$ cat config.mk
export PLATFORM = sky130hd
export DESIGN_NAME = zero_stream_machine
export DESIGN_NICKNAME = d
export VERILOG_FILES = /design/src/rtl/zero_stream_pkg.sv /design/src/rtl/zero_stream_fifo.sv /design/src/rtl/zero_stream_machine.sv
export SDC_FILE = /design/constraint.sdc
export NUM_CORES = 2
export LEC_CHECK = 0
export CORE_MARGIN = 5
export CORE_UTILIZATION = 50
export DETAILED_ROUTE_END_ITERATION = 10
export GPL_TIMING_DRIVEN = 0
export PLACE_DENSITY = 0.75
export SLEW_MARGIN = 10
export SYNTH_ARGS = -nofsm -noshare
export SYNTH_HDL_FRONTEND = slang
export SYNTH_SLANG_ARGS = --single-unit
$ cat constraint.sdc
create_clock -name clock -period 12.3 [get_ports clock]
set_input_delay 2.46 -clock clock [delete_from_list [all_inputs] [get_ports clock]]
set_output_delay 2.46 -clock clock [all_outputs]
set_load 0.01 [all_outputs]
$ cat src/rtl/zero_stream_pkg.sv
// Shared types for the Zero stream machine: opcodes, FSM state codes and width helpers.
package zero_stream_pkg;

    typedef enum logic [3:0] {
        OP_LABEL  = 4'd0,
        OP_INSIZE = 4'd1,
        OP_IN     = 4'd2,
        OP_OUT    = 4'd3,
        OP_JMP    = 4'd4,
        OP_JFALSE = 4'd5,
        OP_JTRUE  = 4'd6,
        OP_MOV    = 4'd7,
        OP_ADD    = 4'd8,
        OP_SUB    = 4'd9,
        OP_HALT   = 4'd15
    } opcode_e;

    localparam logic [2:0] S_IDLE     = 3'd0;
    localparam logic [2:0] S_EXEC     = 3'd1;
    localparam logic [2:0] S_WAIT_IN  = 3'd2;
    localparam logic [2:0] S_WAIT_OUT = 3'd3;
    localparam logic [2:0] S_DONE     = 3'd4;

    function automatic int instr_w(input int opnd_w);
        return 4 + 3 * opnd_w;
    endfunction

    // Count needs one extra bit so a full FIFO is distinguishable from empty.
    function automatic int cnt_w(input int depth);
        return $clog2(depth) + 1;
    endfunction

endpackage

$ cat src/rtl/zero_stream_fifo.sv
// Synchronous input FIFO with occupancy count; pushes while full and pops while empty are dropped.
module zero_stream_fifo import zero_stream_pkg::*; #(
    parameter int WIDTH = 12,
    parameter int DEPTH = 8
) (
    input  logic                     clock,
    input  logic                     reset,
    input  logic                     push,
    input  logic [WIDTH-1:0]         din,
    input  logic                     pop,
    output logic [WIDTH-1:0]         dout,
    output logic                     full,
    output logic [cnt_w(DEPTH)-1:0]  count
);
    localparam int AW = $clog2(DEPTH);
    localparam int CW = cnt_w(DEPTH);

    logic [WIDTH-1:0] mem [DEPTH];
    logic [AW-1:0]    wr_ptr, rd_ptr;
    logic             do_push, do_pop;

    assign full    = (count == CW'(DEPTH));
    assign do_push = push && !full;
    assign do_pop  = pop && (count != '0);
    assign dout    = mem[rd_ptr];

    always_ff @(posedge clock) begin
        if (do_push) mem[wr_ptr] <= din;
    end

    always_ff @(posedge clock) begin
        if (reset) begin
            wr_ptr <= '0;
            rd_ptr <= '0;
            count  <= '0;
        end else begin
            if (do_push) wr_ptr <= wr_ptr + AW'(1);
            if (do_pop)  rd_ptr <= rd_ptr + AW'(1);
            case ({do_push, do_pop})
                2'b10:   count <= count + CW'(1);
                2'b01:   count <= count - CW'(1);
                default: ;
            endcase
        end
    end

endmodule

$ cat src/rtl/zero_stream_machine.sv
// Loadable Zero-instruction interpreter with streamed input (FIFO) and output (valid/ready).
// Define ZERO_STEP_LIMIT_EN to abort with error once step_count reaches MAX_STEPS.
module zero_stream_machine import zero_stream_pkg::*; #(
    parameter int WIDTH     = 12,
    parameter int NLOCAL    = 16,
    parameter int NPROG     = 64,
    parameter int IN_DEPTH  = 8,
    parameter int OPND_W    = 8,
    parameter int MAX_STEPS = 1024
) (
    input  logic                         clock,
    input  logic                         reset,
    input  logic                         start,
    input  logic                         prog_we,
    input  logic [OPND_W-1:0]            prog_addr,
    input  logic [instr_w(OPND_W)-1:0]   prog_data,
    input  logic                         in_valid,
    output logic                         in_ready,
    input  logic [WIDTH-1:0]             in_data,
    output logic                         out_valid,
    input  logic                         out_ready,
    output logic [WIDTH-1:0]             out_data,
    output logic                         running,
    output logic                         finished,
    output logic                         success,
    output logic                         error,
    output logic [31:0]                  step_count
);
    localparam int PW  = $clog2(NPROG);
    localparam int LW  = $clog2(NLOCAL);
    localparam int CW  = cnt_w(IN_DEPTH);
    localparam int IPW = OPND_W + 1;

    typedef struct packed {
        logic [3:0]        op;
        logic [OPND_W-1:0] a;
        logic [OPND_W-1:0] b;
        logic [OPND_W-1:0] c;
    } instr_t;

    instr_t           prog [NPROG];
    logic [WIDTH-1:0] lmem [NLOCAL];
    logic [2:0]       state, nstate;
    logic [IPW-1:0]   ip, nip, ip1;
    instr_t           ins;
    logic             ip_ok, a_ok, b_ok, c_ok, limit_hit, launch;
    logic [WIDTH-1:0] la, lb, lc;
    logic             retire, pop, emit, drop, end_ok, end_err;
    logic             lm_we;
    logic [WIDTH-1:0] lm_wd;
    logic             fifo_full;
    logic [WIDTH-1:0] fifo_dout;
    logic [CW-1:0]    fifo_count;

    zero_stream_fifo #(.WIDTH(WIDTH), .DEPTH(IN_DEPTH)) u_in_fifo (
        .clock (clock),
        .reset (reset),
        .push  (in_valid),
        .din   (in_data),
        .pop   (pop),
        .dout  (fifo_dout),
        .full  (fifo_full),
        .count (fifo_count)
    );

    assign in_ready = !fifo_full;
    assign running  = (state == S_EXEC) || (state == S_WAIT_IN) || (state == S_WAIT_OUT);
    assign launch   = start && ((state == S_IDLE) || (state == S_DONE));

`ifdef ZERO_STEP_LIMIT_EN
    assign limit_hit = (step_count >= 32'(MAX_STEPS));
`else
    logic [31:0] unused_max_steps;
    assign unused_max_steps = 32'(MAX_STEPS);
    assign limit_hit        = 1'b0;
`endif

    // Operands are range-checked before any local-memory access is allowed to take effect.
    assign ip_ok = (ip < IPW'(NPROG));
    assign ins   = prog[ip[PW-1:0]];
    assign ip1   = ip + IPW'(1);
    assign a_ok  = ({1'b0, ins.a} < IPW'(NLOCAL));
    assign b_ok  = ({1'b0, ins.b} < IPW'(NLOCAL));
    assign c_ok  = ({1'b0, ins.c} < IPW'(NLOCAL));
    assign la    = lmem[ins.a[LW-1:0]];
    assign lb    = lmem[ins.b[LW-1:0]];
    assign lc    = lmem[ins.c[LW-1:0]];

    always_comb begin
        nstate  = state;
        nip     = ip;
        retire  = 1'b0;
        pop     = 1'b0;
        emit    = 1'b0;
        drop    = 1'b0;
        end_ok  = 1'b0;
        end_err = 1'b0;
        lm_we   = 1'b0;
        lm_wd   = '0;
        case (state)
            S_EXEC: begin
                if (limit_hit) begin
                    end_err = 1'b1;
                end else if (!ip_ok) begin
                    end_ok = 1'b1;
                end else begin
                    case (ins.op)
                        OP_LABEL: begin
                            nip = ip1; retire = 1'b1;
                        end
                        OP_INSIZE: begin
                            if (!a_ok) end_err = 1'b1;
                            else begin
                                lm_we = 1'b1; lm_wd = WIDTH'(fifo_count);
                                nip = ip1; retire = 1'b1;
                            end
                        end
                        OP_IN: begin
                            if (!a_ok) end_err = 1'b1;
                            else if (fifo_count != '0) begin
                                pop = 1'b1; lm_we = 1'b1; lm_wd = fifo_dout;
                                nip = ip1; retire = 1'b1;
                            end else nstate = S_WAIT_IN;
                        end
                        OP_OUT: begin
                            if (!a_ok) end_err = 1'b1;
                            else begin
                                emit = 1'b1; nstate = S_WAIT_OUT;
                            end
                        end
                        OP_JMP: begin
                            nip = {1'b0, ins.a}; retire = 1'b1;
                        end
                        OP_JFALSE, OP_JTRUE: begin
                            if (!a_ok) end_err = 1'b1;
                            else begin
                                retire = 1'b1;
                                nip = ((la == '0) == (ins.op == OP_JFALSE)) ? {1'b0, ins.b} : ip1;
                            end
                        end
                        OP_MOV: begin
                            if (!a_ok) end_err = 1'b1;
                            else begin
                                lm_we = 1'b1; lm_wd = WIDTH'(ins.b);
                                nip = ip1; retire = 1'b1;
                            end
                        end
                        OP_ADD, OP_SUB: begin
                            if (!(a_ok && b_ok && c_ok)) end_err = 1'b1;
                            else begin
                                lm_we = 1'b1;
                                lm_wd = (ins.op == OP_ADD) ? lb + lc : lb - lc;
                                nip = ip1; retire = 1'b1;
                            end
                        end
                        OP_HALT: begin
                            end_ok = 1'b1; retire = 1'b1;
                        end
                        default: end_err = 1'b1;
                    endcase
                end
                if (end_ok || end_err) nstate = S_DONE;
            end
            S_WAIT_IN: begin
                if (fifo_count != '0) begin
                    pop = 1'b1; lm_we = 1'b1; lm_wd = fifo_dout;
                    nip = ip1; retire = 1'b1; nstate = S_EXEC;
                end
            end
            S_WAIT_OUT: begin
                if (out_ready) begin
                    drop = 1'b1; nip = ip1; retire = 1'b1; nstate = S_EXEC;
                end
            end
            default: ;
        endcase
    end

    always_ff @(posedge clock) begin
        if (prog_we && !running && ({1'b0, prog_addr} < IPW'(NPROG)))
            prog[prog_addr[PW-1:0]] <= instr_t'(prog_data);
    end

    always_ff @(posedge clock) begin
        if (reset) begin
            state      <= S_IDLE;
            ip         <= '0;
            step_count <= '0;
            finished   <= 1'b0;
            success    <= 1'b0;
            error      <= 1'b0;
            out_valid  <= 1'b0;
            out_data   <= '0;
            for (int i = 0; i < NLOCAL; i++) lmem[i] <= '0;
        end else if (launch) begin
            state      <= S_EXEC;
            ip         <= '0;
            step_count <= '0;
            finished   <= 1'b0;
            success    <= 1'b0;
            error      <= 1'b0;
            for (int i = 0; i < NLOCAL; i++) lmem[i] <= '0;
        end else begin
            state <= nstate;
            ip    <= nip;
            if (retire && (step_count != '1)) step_count <= step_count + 32'd1;
            if (lm_we) lmem[ins.a[LW-1:0]] <= lm_wd;
            if (emit) begin
                out_valid <= 1'b1;
                out_data  <= la;
            end else if (drop) begin
                out_valid <= 1'b0;
            end
            if (end_ok || end_err) begin
                finished <= 1'b1;
                success  <= end_ok;
                error    <= end_err;
            end
        end
    end

endmodule

==> flow_metrics.py <==
metrics = {
    "floorplan": {
        "die_h_um": 430,
        "io_pins": 104,
        "die_w_um": 430,
        "num_rows": 154,
        "die-area_mm2": 0.185,
        "coreArea_mm2": 0.176,
        "start_util": 0.502,
    },
    "routing": {
        "via_per_inst": 6.94,
        "wl_per_cell_um": 39.4,
        "first_iter_violations": 9421,
        "drt_first_pass_iters": 8,
        "drt-total-wl_um": 299000,
        "vias": 52756,
        "drc_errors": 0,
        "ant_nets": 0,
    },
    "place": {
        "post_dp_cell_area_mm2": 0.0957,
        "gp_congestion": 0.980,
        "hpwl_um": 193000,
        "port_buffers": 99,
    },
    "logic_synthesis": {
        "postSynth.asyncResetShare": 0,
        "syn_nets": 4703,
        "synthFlopType": "edfxtp_1",
        "yosysWarnings": 0,
        "synth_top_area_frac": 0.709,
        "synth_common_cells": "2080 x edfxtp_1, 581 x mux4_2, 411 x nor2_1, 165 x nand2_1, 154 x clkbuf_1",
        "syn-cell-area_mm2": 0.0881,
        "avgSynthCellArea_um2": 19.0,
        "ys_types": 85,
        "synth.area.top_cells": "edfxtp_1 71%, mux4_2 15%, dfxtp_1 1.8%",
        "synth_edf_count": 2080,
        "yosys.area.top_type": "edfxtp_1",
        "yosysSeqAreaShare": 0.727,
        "synth_cells": 4627,
        "synth-seq-cells": 2159,
        "yosysMostFrequentCell": "edfxtp_1",
    },
    "global_route": {
        "grt.met3_usage": 0.0879,
        "grt_pass1_wl_um": 408000,
        "busiest_layer": "met2",
        "grt_max_degree": 65,
        "gr-total-overflow": 0,
        "grt_pass1_vias": 51795,
        "antenna_found_initial": 13,
        "grt_util_met1": 0.394,
        "track_usage": 0.320,
        "grtUsageMet2": 0.502,
    },
    "finish": {
        "fill_cells": 12299,
        "drive_gt1_frac": 0.244,
        "final_nets": 5151,
        "multi_input_area_mm2": 0.0233,
        "finalInstanceArea_mm2": 0.103,
        "syn2layout_area_growth_pct": 16.4,
        "final-seq-area_mm2": 0.0640,
    },
    "timing": {
        "timing.slew.headroom": 0.157,
        "fin_crit_ps": 11830,
        "tightest_slew_ps": 1260,
        "final_hold_viol_count": 0,
        "clock.fmax_mhz": 84.5,
        "skew_ps": 61.5,
        "slew_violations": 0,
        "setup_tns_ps": 0,
        "fin_crit_sh": 0.962,
        "setup_viol": 0,
        "holdWs_ps": 485,
        "grt_setup_unrepaired": "no",
    },
    "clock_tree": {
        "ctsResizeCount": 0,
        "cts_hold_buffers": 0,
        "cts_tree": "yes",
        "htreeDepth": 4,
        "cts_root_buffer": "clkbuf_16",
        "numCtsBuffers": 206,
        "clkSinkCount": 2159,
        "insertion_delay_ps": 880,
        "clockBufferDepth": 3,
        "cts_setup_buffers": 0,
        "clkTransAtPathRegs_ps": 60,
    },
    "worst_setup_path": {
        "path_class": "flip-flop to flip-flop",
        "worstPathArrival_ps": 12400,
        "required_ps": 12880,
        "start_kind": "flip-flop",
        "cp_max_fo": 11,
        "crit_path_frequent_cell": "buf_2",
        "cpMaxStageDelayCell": "a32oi_1",
        "critPathCaptureType": "flip-flop",
        "worst_path_largest_cell_delay_ps": 840,
    },
    "run_status": {
        "status": "completed",
    },
    "power_and_ir_drop": {
        "switching_share": 0.231,
        "combPwrFrac": 0.069,
        "peakVddDrop_mv": 0.215,
        "sequentialPowerShare": 0.518,
        "p_switching_w": 0.00365,
        "leakage_nw": 31.4,
        "power_frac_clock": 0.413,
        "finalPower_w": 0.0158,
        "pwr_density_cell_mw_per_mm2": 154,
        "intPower_w": 0.0121,
    },
    "run": {
        "drv_cap": 0,
    },
    "min_path": {
        "hp-class": "flip-flop to flip-flop",
    },
}
-- cell usage in the layout (no fill, tap or decap), drive strengths merged, types with 24 or more instances in the layout --
cell type and count:
mux4 581, nand3 58, xnor2 33, nor4 64
nor3 27, dfxtp 79, mux2 31, nand2b 24
nand2 166, a21oi 112, mux2i 130, a21boi 64
clkdlybuf4s50 71, clkinv 96, buf 283, nor2 411
a211oi 77, inv 44, edfxtp 2080, xor2 25
clkbuf 404, o21ai 67, a22oi 40
-- worst paths after layout --
path             start           end  slack, ps  cells past startpoint
max reg2reg  flip-flop  lmem[13][11]        470                     30
min reg2reg  out_valid     out_valid        490                      2
min          out_valid     out_valid        490                      2
max          flip-flop  lmem[13][11]        470                     30
-- routing by layer --
metal	up-vias	routed length [um]
li1	19920	-
met4	4	24500
met3	1186	39000
met1	26684	96600
met5	-	33
met2	4962	139000
-- per-stage QoR --
step,utilization,worst slack [ps],instances
after CTS,0.583,194,7595
after global placement,0.524,497,7066
after floorplan,-,4710,4627
final,0.584,472,7602
after detailed placement,0.544,367,7208
after global routing,0.584,337,7597
-- layout make-up --
class | instances | share of cell area
Tap cell | 2340 | 0.0285
Buffer | 271 | 0.0123
Sequential cell | 2159 | 0.624
Antenna cell | 8 | 0.000195
Clock inverter | 140 | 0.0145
Multi-Input combinational cell | 2161 | 0.227
Timing Repair Buffer | 241 | 0.0395
Clock buffer | 247 | 0.0525
Inverter | 35 | 0.00128
-- power by group through the flow --
stage                     registers, W  logic (W)  clock network, W
after floorplan                0.00831   0.000612                 0
after global placement         0.00835    0.00101                 0
after detailed placement       0.00834    0.00105                 0
after CTS                      0.00818    0.00106           0.00653
after global routing           0.00818    0.00113           0.00687
final                          0.00818    0.00109           0.00653
-- critical path, delay by kind of cell, from the launching register on --
family	cells	cell delay [ps]
buffers and inverters	10	5370
adders and majority gates	1	350
AOI/OAI and AO/OA	12	2740
and+or+nand+nor	1	60
muxes	4	2110
xor gates and xnor gates	2	350
DFF	1	480
-- flip-flops by register name, indices dropped and copies added (netlist names), named ones only --
signal,cells
u_in_fifo.rd_ptr,3
error,1
u_in_fifo.mem,96
step_count,32
out_valid,1
success,1
finished,1
state,3
prog,1792
out_data,12
ip,9
u_in_fifo.wr_ptr,3
lmem,192
u_in_fifo.count,4
-- cells by family (layout without fill, tap and decap cells) --
| logic type | Yosys count | count (layout) | share of synthesized area |
|---|---|---|---|
| compound gates | 487 | 487 | 0.0379 |
| xor+xnor | 58 | 58 | 0.00576 |
| fa+ha+maj | 22 | 22 | 0.00329 |
| buf+inv | 307 | 934 | 0.0155 |
| flops | 2159 | 2159 | 0.727 |
| mux | 742 | 742 | 0.167 |
| other cells | 0 | 8 | 0 |
| simple gates | 852 | 852 | 0.0436 |
Note: power is estimated with default switching activity, not from simulation.
